===== config.mk =====
export PLATFORM = sky130hd
export DESIGN_NAME = alarm_clock_controller
export DESIGN_NICKNAME = d
export VERILOG_FILES = /design/src/rtl/alarm_clock_controller.sv
export SDC_FILE = /design/constraint.sdc
export NUM_CORES = 1
export LEC_CHECK = 0
export CAP_MARGIN = 20
export CORE_MARGIN = 10
export CORE_UTILIZATION = 42
export CTS_CLUSTER_DIAMETER = 100
export DETAILED_ROUTE_END_ITERATION = 7
export GPL_TIMING_DRIVEN = 0
export PLACE_DENSITY = 0.71
export SLEW_MARGIN = 20
export SYNTH_ARGS = -nofsm -noshare
export SYNTH_HDL_FRONTEND = slang
export SYNTH_SLANG_ARGS = --single-unit

===== constraint.sdc =====
create_clock -name clock -period 1.8 [get_ports clock]
set_input_delay 0.45 -clock clock [delete_from_list [all_inputs] [get_ports clock]]
set_output_delay 0.45 -clock clock [all_outputs]
set_load 0.005 [all_outputs]

===== src/rtl/alarm_clock_controller.sv =====
`default_nettype none
// ============================================================================
// Module   : alarm_clock_controller
// Purpose  : Moore FSM sequencing the alarm clock display/load datapath.
//            Decodes keypad and buttons into display-select and load strobes
//            and abandons an idle key entry after TIMEOUT_SEC seconds.
// Revision : 1.0 - initial release
// ============================================================================
module alarm_clock_controller #(
  parameter int         TIMEOUT_SEC = 10,
  parameter logic [3:0] NOKEY       = 4'd10
) (
  input  logic       clock,
  input  logic       reset,
  input  logic       one_second,
  input  logic [3:0] key,
  input  logic       alarm_button,
  input  logic       time_button,
  output logic       show_new_time,
  output logic       show_a,
  output logic       shift,
  output logic       load_new_a,
  output logic       load_new_c,
  output logic       reset_count
);

  localparam int             CNT_W    = (TIMEOUT_SEC > 1) ? $clog2(TIMEOUT_SEC) : 1;
  localparam logic [CNT_W-1:0] CNT_LAST = CNT_W'(TIMEOUT_SEC - 1);

  typedef enum logic [2:0] {
    SHOW_TIME        = 3'd0,
    KEY_STORED       = 3'd1,
    KEY_WAITED       = 3'd2,
    KEY_ENTRY        = 3'd3,
    SHOW_ALARM       = 3'd4,
    SET_ALARM_TIME   = 3'd5,
    SET_CURRENT_TIME = 3'd6
  } state_t;

  state_t           state_q, state_d;
  logic [CNT_W-1:0] count_q, count_d;
  logic             key_valid, timeout, waiting;
  logic             show_new_time_q, show_a_q, shift_q, load_new_a_q, load_new_c_q, reset_count_q;
  logic             show_new_time_d, show_a_d, shift_d, load_new_a_d, load_new_c_d, reset_count_d;

  // Next state, timeout counter and output decode of the upcoming state
  always_comb begin
    key_valid = (key != NOKEY) && (key < 4'd10);
    waiting   = (state_q == KEY_WAITED) || (state_q == KEY_ENTRY);
    timeout   = one_second && (count_q == CNT_LAST);

    // Counter runs only while waiting for keys; saturates at the last value
    count_d = '0;
    if (waiting) begin
      count_d = count_q;
      if (one_second && (count_q != CNT_LAST)) count_d = count_q + 1'b1;
    end

    state_d = state_q;
    case (state_q)
      SHOW_TIME: begin
        if (alarm_button)   state_d = SHOW_ALARM;
        else if (key_valid) state_d = KEY_STORED;
      end
      KEY_STORED: state_d = KEY_WAITED;
      KEY_WAITED: begin
        // Release beats timeout so a late release still lands in entry
        if (!key_valid)   state_d = KEY_ENTRY;
        else if (timeout) state_d = SHOW_TIME;
      end
      KEY_ENTRY: begin
        if (alarm_button)     state_d = SET_ALARM_TIME;
        else if (time_button) state_d = SET_CURRENT_TIME;
        else if (key_valid)   state_d = KEY_STORED;
        else if (timeout)     state_d = SHOW_TIME;
      end
      SHOW_ALARM: begin
        if (!alarm_button) state_d = SHOW_TIME;
      end
      SET_ALARM_TIME:   state_d = SHOW_TIME;
      SET_CURRENT_TIME: state_d = SHOW_TIME;
      default:          state_d = SHOW_TIME;
    endcase

    // Outputs are registered from the next state so they equal a decode of state_q
    show_new_time_d = (state_d == KEY_WAITED) || (state_d == KEY_ENTRY) ||
                      (state_d == SET_ALARM_TIME) || (state_d == SET_CURRENT_TIME);
    show_a_d        = (state_d == SHOW_ALARM);
    shift_d         = (state_d == KEY_STORED);
    load_new_a_d    = (state_d == SET_ALARM_TIME);
    load_new_c_d    = (state_d == SET_CURRENT_TIME);
    reset_count_d   = (state_d == SET_CURRENT_TIME);
  end

  // State, counter and registered Moore outputs
  always_ff @(posedge clock) begin
    if (reset) begin
      state_q         <= SHOW_TIME;
      count_q         <= '0;
      show_new_time_q <= 1'b0;
      show_a_q        <= 1'b0;
      shift_q         <= 1'b0;
      load_new_a_q    <= 1'b0;
      load_new_c_q    <= 1'b0;
      reset_count_q   <= 1'b0;
    end else begin
      state_q         <= state_d;
      count_q         <= count_d;
      show_new_time_q <= show_new_time_d;
      show_a_q        <= show_a_d;
      shift_q         <= shift_d;
      load_new_a_q    <= load_new_a_d;
      load_new_c_q    <= load_new_c_d;
      reset_count_q   <= reset_count_d;
    end
  end

  assign show_new_time = show_new_time_q;
  assign show_a        = show_a_q;
  assign shift         = shift_q;
  assign load_new_a    = load_new_a_q;
  assign load_new_c    = load_new_c_q;
  assign reset_count   = reset_count_q;

endmodule
`default_nettype wire


Yosys cells after proc, flatten, opt, wreduce, memory -nomap -nowiden
Index checks and enable logic that the tools add are counted.
Widths: inputs -> output; s select.
- bits in registers: 12
- latch bits: 0
- RAM bits: 0
- ROM bits: 0
- word-level logic and storage cells: 41
- memories kept: 0
- add/subtract/negate cells: 1
- multipliers: 0
- div/mod/pow operators: 0
- $lt $le $gt $ge: 1
- equality and inequality tests: 13
- shift operators: 0
- mux-type cells: 9
- bitwise operators: 1
- reductions and logical operators: 9
- operator list (cell ; number):
    $mux 3 ; 8
    $pmux 3 s5 ; 1
    $eq 3x2->1 const B ; 4
    $eq 3x3->1 const B ; 4
    $ne 4x4->1 const B ; 2
    $eq 3x1->1 const B ; 2
    $add 4x1->4 const B ; 1
    $eq 4x4->1 const B ; 1
    $logic_or 1x1->1 ; 4
    $lt 4x4->1 const B ; 1
    $logic_and 1x1->1 ; 3
    $logic_not 3->1 ; 1
    $reduce_or 2->1 ; 1
    $not 1->1 ; 1

Depth between registers and ports, before layout
Gate-level depths: netlist (run 1).
- depth in word-level cells: 11
- gate-level depth with buffers: 6
- gate-level depth less buffers: 6

Least setup slack after synthesis (run 1)
OpenSTA, ideal clock, no wires.
- path type: register to register
- from: register count_q[0]
- to: register shift_q (netlist: shift)
- library setup time: 0.088 ns
- data arrival time: 1.432 ns
- required time: 1.712 ns
- slack: 0.280 ns
- cell stages (with the launch flop): 6
- buffers on the path: 0
- clock period less this slack: 1.520 ns
- path through: dfxtp_1 -> ha_1 -> and4b_2 -> o21ai_2 -> a221o_1 -> nor4_2
- word-level cells in the longest chain between the ends: 8
- elaborated cells between the ends (all ways): 9
- RTL lines (what ; line ; RTL):
    start: declaration ; 41 ; logic [CNT_W-1:0] count_q, count_d;
    start signal: assignment ; 108 ; count_q <= count_d;
    $eq 4x4->1 (*) ; 50 ; timeout = one_second && (count_q == CNT_LAST);
    $logic_and 1x1->1 (*) ; 50 ;
    $mux 3 (*) ; 69, 75 ;
    $mux 3 ; 74 ; else if (key_valid) state_d = KEY_STORED;
    $mux 3 ; 73 ; else if (time_button) state_d = SET_CURRENT_TIME;
    $mux 3 ; 72 ; if (alarm_button) state_d = SET_ALARM_TIME;
    $pmux 3 s5 (*) ; 60 ; case (state_q)
    $eq 3x1->1 (*) ; 89 ; shift_d = (state_d == KEY_STORED);
    end signal: assignment ; 111 ; shift_q <= shift_d;
    end: declaration ; 43 ; logic show_new_time_q, show_a_q, shift_q, load_new_a_q, load_new_c_q, reset_count_q;
Every way passes the cells marked *; elsewhere a longest branch is shown, timed or not.
A chain may end at the register's enable or synchronous reset.

Worst setup path in the final report (run 1)
- from: input alarm_button
- to: register show_a_q (netlist: show_a)
- word-level cells in the longest chain between the ends: 3
- elaborated cells between the ends (all ways): 5
- RTL lines (what ; line ; RTL):
    start: declaration ; 17 ; input logic alarm_button,
    $mux 3 (on tied branches) ; 78, 62, 72 ;
    $pmux 3 s5 (*) ; 60 ;
    $eq 3x3->1 (*) ; 88 ; show_a_d = (state_d == SHOW_ALARM);
    end signal: assignment ; 110 ; show_a_q <= show_a_d;
    end: declaration ; 43 ;
Marked as above.

==> key figures, run 1 <==
Routing
  • TritonRoute pass-1 iters: 4
  • Drt initial violations: 5
  • Post-DR wirelength/cell: 12.9 µm
  • Final WL: about 1300 µm
  • DR vias: 527
  • # DRC: 0
  • Vias per cell: 5.27
  • Detail Route Antenna Nets: 0

Synthesis
  • Cell variety after synth: 33
  • Mapped Area: 611 µm²
  • Yosys top cell by area: dfxtp_1
  • Area contributors post-synth: dfxtp_1, a211oi_1, nor2_1
  • Avg Cell Area, Syn: 8.98 µm²
  • Synth top area share: 39.3%
  • Ys Warns: 0
  • Seq/Total Area, Yosys: between 30% and 40%
  • Synth Instances: slightly below 70
  • #FFs+latches synth: 12
  • Post-synth net total: 79

Placed design
  • Post-DP HPWL: 993 µm
  • # port buffers: 13
  • Pre-CTS setup slack: -0.280 ns
  • Area post-placement: 759 µm²
  • Gpl congestion: 0.738

STA
  • Final Skew: 0.00530 ns
  • Final min period: around 1.7 ns
  • Worst-Margin Slew: 0.297 ns
  • Final Hold Vio Count: 0
  • Period utilization: 93.6%
  • Max-slew violation count: 0
  • Rel. slew slack: 80.2%
  • Setup TNS: 0 ns
  • Fmax: between 500 and 600 MHz
  • Final Setup Violations: 0
  • RSZ-0062 raised after global routing: no
  • Setup ws final: ~0.12 ns

Critical path
  • Largest stage delay, worst path: 0.51 ns
  • Type of element launching the critical path: input pin
  • Worst Setup End Kind: register
  • Critical-path maximum fanout: 6
  • Crit path kind: in2reg
  • Worst path slowest cell: clkdlybuf4s50_1
  • CP required: just under 2 ns
  • Worst-path cell chain: clkdlybuf4s50_1 > nand2b_1 > a31o_2 > a22oi_2 > nor3b_1
  • Arr. time, crit path: about 1.9 ns
  • CP top delay family: buffers and inverters
  • Number of buffers and inverters on the critical path: 1

Clock tree
  • Root Buffer: clkbuf_4
  • Clk slew on worst S/H paths: 0.07 ns
  • Later-pin clock latency in the skew report: 0.27 ns
  • Longest Clk Path Bufs: 2
  • TritonCTS clock tree: built
  • Number of buffers created by CTS: 3
  • Htree depth: 1
  • CTS sink count: 12

GRT
  • Maximum number of pins on one net before global-route repair: 11
  • Vias in the first global route: ~480
  • Gr usage total: 7.89%
  • First-pass GRT wire length: 2100 µm
  • GR Overflow Total: 0
  • Antenna violations before repair: 0

Layout
  • Number of fill cells: around 110
  • # nets final: 97
  • N_diodes: 0
  • P&R area growth vs syn: 32.6%
  • Share of cells above drive strength 1: between 10% and 20%
  • Fin area: 810 µm²
  • Most frequent cells in the layout: dfxtp_1, clkdlybuf4s50_1, nor2_1, a211oi_1

Hold path
  • HP Class: reg2reg

Outcome
  • Outcome: completed

Floorplanning
  • Die width: 58.1 µm
  • Ports: 15
  • Number of core rows: 13
  • Core ar.: roughly 1300 µm²
  • Die ar.: 3380 µm²
  • Starting Density: roughly 46%
  • Die Y-Extent: about 58 µm

Power
  • Pwr Density: 925 nW/µm²
  • Max VDD drop: 0.473 mV
  • Pleak: 0.313 nW
  • Design Power: 0.749 mW

Flow run
  • MaxCap Viol Count: 0
## final cells by class
class | instances | area [µm²] | share of cell area [%]
plain buffers | 4 | 25.0 | 3.09
flip-flops and latches | 12 | 240 | 29.7
clock buffers | 4 | 36.3 | 4.48
multi-input cells | 49 | 345 | 42.7
repair buffers | 13 | 133 | 16.4
inverters | 3 | 11.3 | 1.39
well taps | 15 | 18.8 | 2.32
## worst paths after layout
check                     from    endpoint  slack, ns  cells after the start
setup reg to reg    count_q[0]       shift       0.17                      5
hold reg to reg     count_q[1]  count_q[1]       0.56                      2
setup / recovery  alarm_button      show_a       0.12                      5
hold / removal      count_q[1]  count_q[1]       0.56                      2
## repair_timing
action | 4_1_cts | 5_1_grt
endpoints found under the hold margin | 0 | 0
hold buffers | 0 | 0
gates resized for setup | 0 | 3
buffers inserted | 0 | 0
setup endpoints to repair | 0 | 4
## worst min-delay path, cell delays in order, from the launching register on
cell and delay [ns]:
dfxtp_1 0.35, nor2_1 0.11, a211oi_1 0.06
## synth_stat cells
master / n
buf_2: 1
o21ai_0: 2
a21oi_1: 2
nor3b_1: 1
nand3_1: 1
nand4b_1: 1
nand2b_1: 3
nor2_1: 7
a31o_2: 1
a221o_1: 1
clkbuf_2: 1
o211ai_1: 1
a21o_1: 1
nand2_1: 3
and2_1: 1
nor3_1: 3
and4b_2: 1
xor2_1: 2
xnor2_1: 2
a221oi_1: 1
nand4_1: 1
o21a_1: 2
dfxtp_1: 12
nor2b_1: 1
a22oi_1: 1
inv_1: 3
buf_4: 2
and3b_1: 1
ha_1: 2
nor4_2: 1
a211oi_1: 4
or2_2: 1
o21ai_2: 1
## power breakdown
part | internal (mW) | switching, mW
clock network | 0.123 | 0.0906
registers | 0.293 | 0.00835
logic | 0.122 | 0.113
## metal layers
layer  GRT usage (%)  vias to the layer above  wire (µm)  share of wire, %
met5               0                        -          0                 0
met2            14.6                        8        694                54
li1                -                      277          -                 -
met1            7.05                      240        504                39
met3            4.79                        2         81               6.3
met4            2.01                        0         10              0.78
## sequential cells by signal, summed over array words and instances, names as in the netlist
| signal | flops |
|---|---|
| load_new_a | 1 |
| state_q | 3 |
| shift | 1 |
| count_q | 4 |
| show_new_time | 1 |
| reset_count | 1 |
| show_a | 1 |
## cell families after synthesis
| kind of cell | Yosys count | synth area share (%) |
|---|---|---|
| compound gates | 17 | 20.3 |
| flops | 12 | 39.3 |
| buf+inv | 7 | 5.94 |
| simple gates | 26 | 24.6 |
| xor+xnor | 4 | 5.74 |
| fa+ha+maj | 2 | 4.10 |
## stage by stage
stage / hold slack (ns) / cells / util, %
2_1_floorplan: 0.507 / 68 / -
3_3_place_gp: 0.526 / 96 / 56.9
3_5_place_dp: 0.542 / 96 / 56.9
4_1_cts: 0.566 / 100 / 59.7
5_1_grt: 0.618 / 100 / 60.7
6_report: 0.557 / 100 / 60.7
Power figures use the tool's default switching activity.
==> run 2, diff against run 1 <==
CAP_MARGIN = 5   (was 20)
DONT_BUFFER_PORTS = 1   (was default)
PLACE_DENSITY = 0.57   (was 0.71)
REMOVE_ABC_BUFFERS = 1   (was default)
==> run 2 against run 1 <==
Global-route usage shrank 0.46 points. Critical path depth is the same. Core utilization decreased by 12 points. Sequential power increased by 9.6%. Total power down 9.4%. First-iteration DRC count rose by 20%. Worst setup slack better by 0.014 ns. Design area decreased by 20%. Non-clock buffer count decreased by 17. Largest power group unchanged. Routed wire length decreased by 7.6%. Hold slack got worse by 0.31 ns. Count of clock-buffer cells in the layout is the same.
==> key figures, run 2 (synthesis gave the netlist of run 1 again) <==
Floorplanning
  • Die width: 58.1 µm (unchanged)
  • Number of core rows: 13 (unchanged)
  • Die Y-Extent: 58.1 µm (unchanged)
  • Ports: 15 (unchanged)
  • Die ar.: 3380 µm² (unchanged)
  • Starting Density: 45.8% (unchanged)
  • Core ar.: 1330 µm² (unchanged)

STA
  • Period utilization: 92.8% (was 93.6%)
  • Rel. slew slack: 73.3% (was 80.2%)
  • Final Setup Violations: 0 (unchanged)
  • Worst-Margin Slew: 0.401 ns (was 0.297 ns)
  • RSZ-0062 raised after global routing: no (unchanged)
  • Final Hold Vio Count: 0 (unchanged)
  • Setup TNS: 0 ns (unchanged)
  • Fmax: 599 MHz (was 594 MHz)
  • Max-slew violation count: 0 (unchanged)
  • Final min period: 1.67 ns (was 1.68 ns)
  • Final Skew: 0.00834 ns (was 0.00530 ns)

Power
  • Pwr Density: 1050 nW/µm² (was 925 nW/µm²)
  • Max VDD drop: 0.361 mV (was 0.473 mV)
  • Pleak: 0.235 nW (was 0.313 nW)
  • Design Power: 0.678 mW (was 0.749 mW)

Layout
  • Top reg by flops: count_q (unchanged)
  • N_diodes: 0 (unchanged)
  • Share of cells above drive strength 1: 14.7% (was 17.6%)
  • # nets final: 80 (was 97)
  • Most frequent cells in the layout: dfxtp_1, nor2_1, a211oi_1 (was dfxtp_1, clkdlybuf4s50_1, nor2_1, a211oi_1)
  • Largest register FFs: 4 (unchanged)
  • Biggest regs: count_q (4), state_q (3) (unchanged)
  • Leading cell type in the layout, fill and taps excluded: dfxtp_1
  • P&R area growth vs syn: 5.94% (was 32.6%)

Critical path
  • Largest stage delay, worst path: 0.40 ns (was 0.51 ns)
  • Type of element launching the critical path: register (was input pin)
  • Worst path slowest cell: dfxtp_1 (was clkdlybuf4s50_1)
  • Register-to-register setup slack: 0.13 ns (was 0.17 ns)
  • Worst Setup End Kind: register (unchanged)
  • Critical-path maximum fanout: 4 (was 6)
  • Arr. time, crit path: 1.86 ns (was 1.88 ns)
  • Crit path kind: reg2reg (was in2reg)
  • CP required: 1.98 ns (was 1.99 ns)
  • Worst-path cell chain: ha_1 > and4b_2 > o21ai_2 > a221o_1 > nor4_2 (was clkdlybuf4s50_1 > nand2b_1 > a31o_2 > a22oi_2 > nor3b_1)

Clock tree
  • Htree depth: 1 (unchanged)
  • Root Buffer: clkbuf_4 (unchanged)
  • Setup bufs post-CTS: 0 (unchanged)
  • Longest Clk Path Bufs: 2 (unchanged)
  • Later-pin clock latency in the skew report: 0.28 ns (was 0.27 ns)
  • Cts hold-fix bufs: 0 (unchanged)
  • TritonCTS clock tree: built (unchanged)
  • Number of buffers created by CTS: 3 (unchanged)
  • Post-CTS sizing: 0 (unchanged)
  • Clk slew on worst S/H paths: 0.08 ns (was 0.07 ns)
  • CTS sink count: 12 (unchanged)

Routing
  • TritonRoute pass-1 iters: 3 (was 4)
  • Vias per cell: 5.72 (was 5.27)
  • Drt initial violations: 6 (was 5)
  • Final WL: 1190 µm (was 1290 µm)
  • Post-DR wirelength/cell: 14.4 µm (was 12.9 µm)
  • Detail Route Antenna Nets: 0 (unchanged)
  • # DRC: 0 (unchanged)
  • DR vias: 475 (was 527)

GRT
  • GR Overflow Total: 0 (unchanged)
  • First-pass GRT wire length: 1970 µm (was 2100 µm)
  • Antenna violations before repair: 0 (unchanged)
  • Gr usage total: 7.43% (was 7.89%)
  • Maximum number of pins on one net before global-route repair: 11 (unchanged)
  • Vias in the first global route: 467 (was 476)

Flow run
  • MaxCap Viol Count: 0 (unchanged)

Placed design
  • Post-DP HPWL: 940 µm (was 993 µm)
  • Gpl congestion: 0.698 (was 0.738)
  • # port buffers: 0 (was 13)

Hold path
  • HP Class: in2reg (was reg2reg)

Outcome
  • Outcome: completed (unchanged)
==> run 2: worst max-delay path: cells and delay by family (launching register included) <==
family | cells | cell delay, ns
AO/OA/AOI/OAI | 2 | 0.45
adder cells (fa/ha/maj) | 1 | 0.21
flip-flops | 1 | 0.40
AND/OR/NAND/NOR | 2 | 0.52
==> run 2: metal layers <==
layer / vias to the layer above / global-route usage (%) / part of all wire [%]
li1: 242 / - / -
met1: 221 / 6.62 / 38
met2: 8 / 12.9 / 53
met3: 4 / 5.01 / 7.6
met4: 0 / 3.02 / 1.6
met5: - / 0 / 0
==> run 2: cell type report <==
cell class                 count  area, µm²
fill                         141        687
multi-input combinational     49        340
sequential                    12        240
clock buffer                   4       36.3
tap                           15       18.8
inverter                       3       11.3
==> run 2: worst paths after layout <==
| check | cells after the start | from | to |
|---|---|---|---|
| worst max-delay path | 5 | count_q[0] | shift |
| worst min-delay path | 1 | reset | shift |
| worst max register to register | 5 | count_q[0] | shift |
| worst min register to register | 2 | count_q[1] | count_q[1] |
==> run 2: per-stage QoR <==
step           cell area [µm²]  instances  worst slack, ns  hold WS (ns)  utilization [%]
2_1_floorplan              586         64            0.270         0.507                -
3_3_place_gp               604         79            0.128         0.525             45.3
3_5_place_dp               604         79            0.127         0.527             45.3
4_1_cts                    641         83            0.111         0.231             48.0
5_1_grt                    647         83           0.0251         0.224             48.5
6_report                   647         83            0.129         0.244             48.5
==> run 2: where the power goes <==
part	leakage (nW)	internal [mW]	switching (mW)	total, mW
registers	0.0977	0.293	0.0365	0.330
logic	0.116	0.0676	0.0678	0.135
clock network	0.0210	0.123	0.0899	0.213
==> run 3, diff against run 2 <==
DONT_BUFFER_PORTS = default   (was 1)
PLACE_DENSITY = 0.71   (was 0.57)
==> run 3 against run 2 <==
Sequential cell count stayed put. Design area is 22% higher. Sequential power shrank 1%. Via count up 13%. Sequential share of layout area is 6.8 points lower. Global-route usage rose by 0.85 points. Die area stayed put. Register-to-register slack is essentially flat. Critical path type is now in2reg. Clock skew is 0.0063 ns lower. Fmax down 1.3%.
==> key figures, run 3 (synthesis gave the netlist of run 1 again) <==
Routing
  • TritonRoute pass-1 iters: 4 (was 3)
  • DR vias: 536 (was 475)
  • Vias per cell: 5.53 (was 5.72)
  • Final WL: 1320 µm (was 1190 µm)
  • Detail Route Antenna Nets: 0 (unchanged)
  • Drt initial violations: 7 (was 6)
  • Post-DR wirelength/cell: 13.6 µm (was 14.4 µm)
  • # DRC: 0 (unchanged)

Power
  • Max VDD drop: 0.475 mV (was 0.361 mV)
  • Pwr Density: 922 nW/µm² (was 1050 nW/µm²)
  • Pleak: 0.298 nW (was 0.235 nW)
  • Design Power: 0.730 mW (was 0.678 mW)

Critical path
  • Arr. time, crit path: 1.89 ns (was 1.86 ns)
  • Crit path kind: in2reg (was reg2reg)
  • R2R depth: 5 (unchanged)
  • Type of element launching the critical path: input pin (was register)
  • Worst-path cell chain: clkdlybuf4s50_1 > nand2b_1 > a31o_2 > a22oi_2 > nor3b_1 (was ha_1 > and4b_2 > o21ai_2 > a221o_1 > nor4_2)
  • Largest stage delay, worst path: 0.53 ns (was 0.40 ns)
  • CP required: 1.99 ns (was 1.98 ns)
  • Worst path slowest cell: clkdlybuf4s50_1 (was dfxtp_1)
  • Worst Setup End Kind: register (unchanged)
  • CP Depth: 5 (unchanged)
  • CP top delay family: buffers and inverters (was simple AND/OR/NAND/NOR gates)
  • Critical-path maximum fanout: 6 (was 4)
  • Number of buffers and inverters on the critical path: 1 (was 0)

Floorplanning
  • Die ar.: 3380 µm² (unchanged)
  • Number of core rows: 13 (unchanged)
  • Core ar.: 1330 µm² (unchanged)
  • Die width: 58.1 µm (unchanged)
  • Starting Density: 45.8% (unchanged)
  • Ports: 15 (unchanged)
  • Die Y-Extent: 58.1 µm (unchanged)

Clock tree
  • CTS sink count: 12 (unchanged)
  • Root Buffer: clkbuf_4 (unchanged)
  • Longest Clk Path Bufs: 2 (unchanged)
  • Htree depth: 1 (unchanged)
  • TritonCTS clock tree: built (unchanged)
  • Number of buffers created by CTS: 3 (unchanged)
  • Later-pin clock latency in the skew report: 0.26 ns (was 0.28 ns)
  • Clk slew on worst S/H paths: 0.07 ns (was 0.08 ns)

GRT
  • Gr usage total: 8.28% (was 7.43%)
  • Vias in the first global route: 547 (was 467)
  • Maximum number of pins on one net before global-route repair: 11 (unchanged)
  • Antenna violations before repair: 0 (unchanged)
  • GR Overflow Total: 0 (unchanged)
  • First-pass GRT wire length: 2280 µm (was 1970 µm)

Layout
  • Top reg by flops: count_q (unchanged)
  • Fin area: 792 µm² (was 647 µm²)
  • Share of cells above drive strength 1: 14.6% (was 14.7%)
  • P&R area growth vs syn: 29.7% (was 5.94%)
  • Most frequent cells in the layout: dfxtp_1, clkdlybuf4s50_1, nor2_1, a211oi_1 (was dfxtp_1, nor2_1, a211oi_1)
  • Largest register FFs: 4 (unchanged)
  • # nets final: 94 (was 80)
  • Biggest regs: count_q (4), state_q (3) (unchanged)
  • N_diodes: 0 (unchanged)

STA
  • Final Setup Violations: 0 (unchanged)
  • Setup TNS: 0 ns (unchanged)
  • Period utilization: 94.1% (was 92.8%)
  • Final Skew: 0.00201 ns (was 0.00834 ns)
  • Final Hold Vio Count: 0 (unchanged)
  • Rel. slew slack: 76.2% (was 73.3%)
  • Fmax: 591 MHz (was 599 MHz)
  • Final min period: 1.69 ns (was 1.67 ns)
  • Max-slew violation count: 0 (unchanged)
  • RSZ-0062 raised after global routing: no (unchanged)
  • Worst-Margin Slew: 0.356 ns (was 0.401 ns)

Placed design
  • Area post-placement: 734 µm² (was 604 µm²)
  • # port buffers: 13 (was 0)
  • Gpl congestion: 0.747 (was 0.698)
  • Post-DP HPWL: 1010 µm (was 940 µm)

Hold path
  • HP Class: reg2reg (was in2reg)
  • Worst hold path depth: 2 (was 1)

Flow run
  • MaxCap Viol Count: 0 (unchanged)

Outcome
  • Outcome: completed (unchanged)
## run 3: cell types whose count changed in the layout (fill, tap and decap cells not counted), sizes merged
cell           previous run  this run
dlymetal6s2s              0         1
buf                       0         1
clkdlybuf4s50             0        12
## run 3: routing by layer
layer	track usage, %	part of all wire [%]	vias to the layer above
met5	0	0	-
met4	1.01	0	0
met3	4.79	7.2	0
met2	14.9	50	14
met1	8.25	42	255
li1	-	-	267
## run 3: final timing paths
kind	start	endpoint	slack, ns
worst max-delay path	alarm_button	show_a	0.11
worst min-delay path	count_q[1]	count_q[1]	0.56
worst max register to register	count_q[0]	shift	0.14
worst min register to register	count_q[1]	count_q[1]	0.56
## run 3: final cells by class
cell class                      count  area, µm²
Sequential cell                    12        240
Multi-Input combinational cell     49        345
Clock buffer                        4       36.3
Inverter                            3       11.3
Fill cell                         128        542
Timing Repair Buffer               14        140
Tap cell                           15       18.8
## run 3: through the flow
stage | utilization [%] | worst slack [ns] | hold slack, ns | cells
6_report | 59.4 | 0.107 | 0.556 | 97
4_1_cts | 58.6 | 0.0234 | 0.560 | 96
5_1_grt | 59.4 | 0.00829 | 0.618 | 97
2_1_floorplan | - | 0.270 | 0.507 | 64
3_5_place_dp | 55.1 | -0.315 | 0.549 | 92
3_3_place_gp | 55.1 | -0.279 | 0.525 | 92
## run 3: power by group
| part | switching [mW] | internal [mW] |
|---|---|---|
| logic | 0.0870 | 0.110 |
| registers | 0.0326 | 0.293 |
| clock network | 0.0850 | 0.123 |
| total | 0.205 | 0.525 |
## run 3: what timing repair did
action / in CTS / in global routing
gates resized for setup: 2 / 1
setup buffers: 0 / 1
setup endpoints to repair: 2 / 1
hold buffers: 0 / 0
pin swaps: 0 / 1
hold endpoints to repair: 0 / 0
## run 3: worst register-to-register path: stages, from the launching register on
cell	delay, ns
dfxtp_1	0.41
ha_1	0.21
and4b_2	0.27
o21ai_2	0.07
a221o_1	0.38
nor4_2	0.23
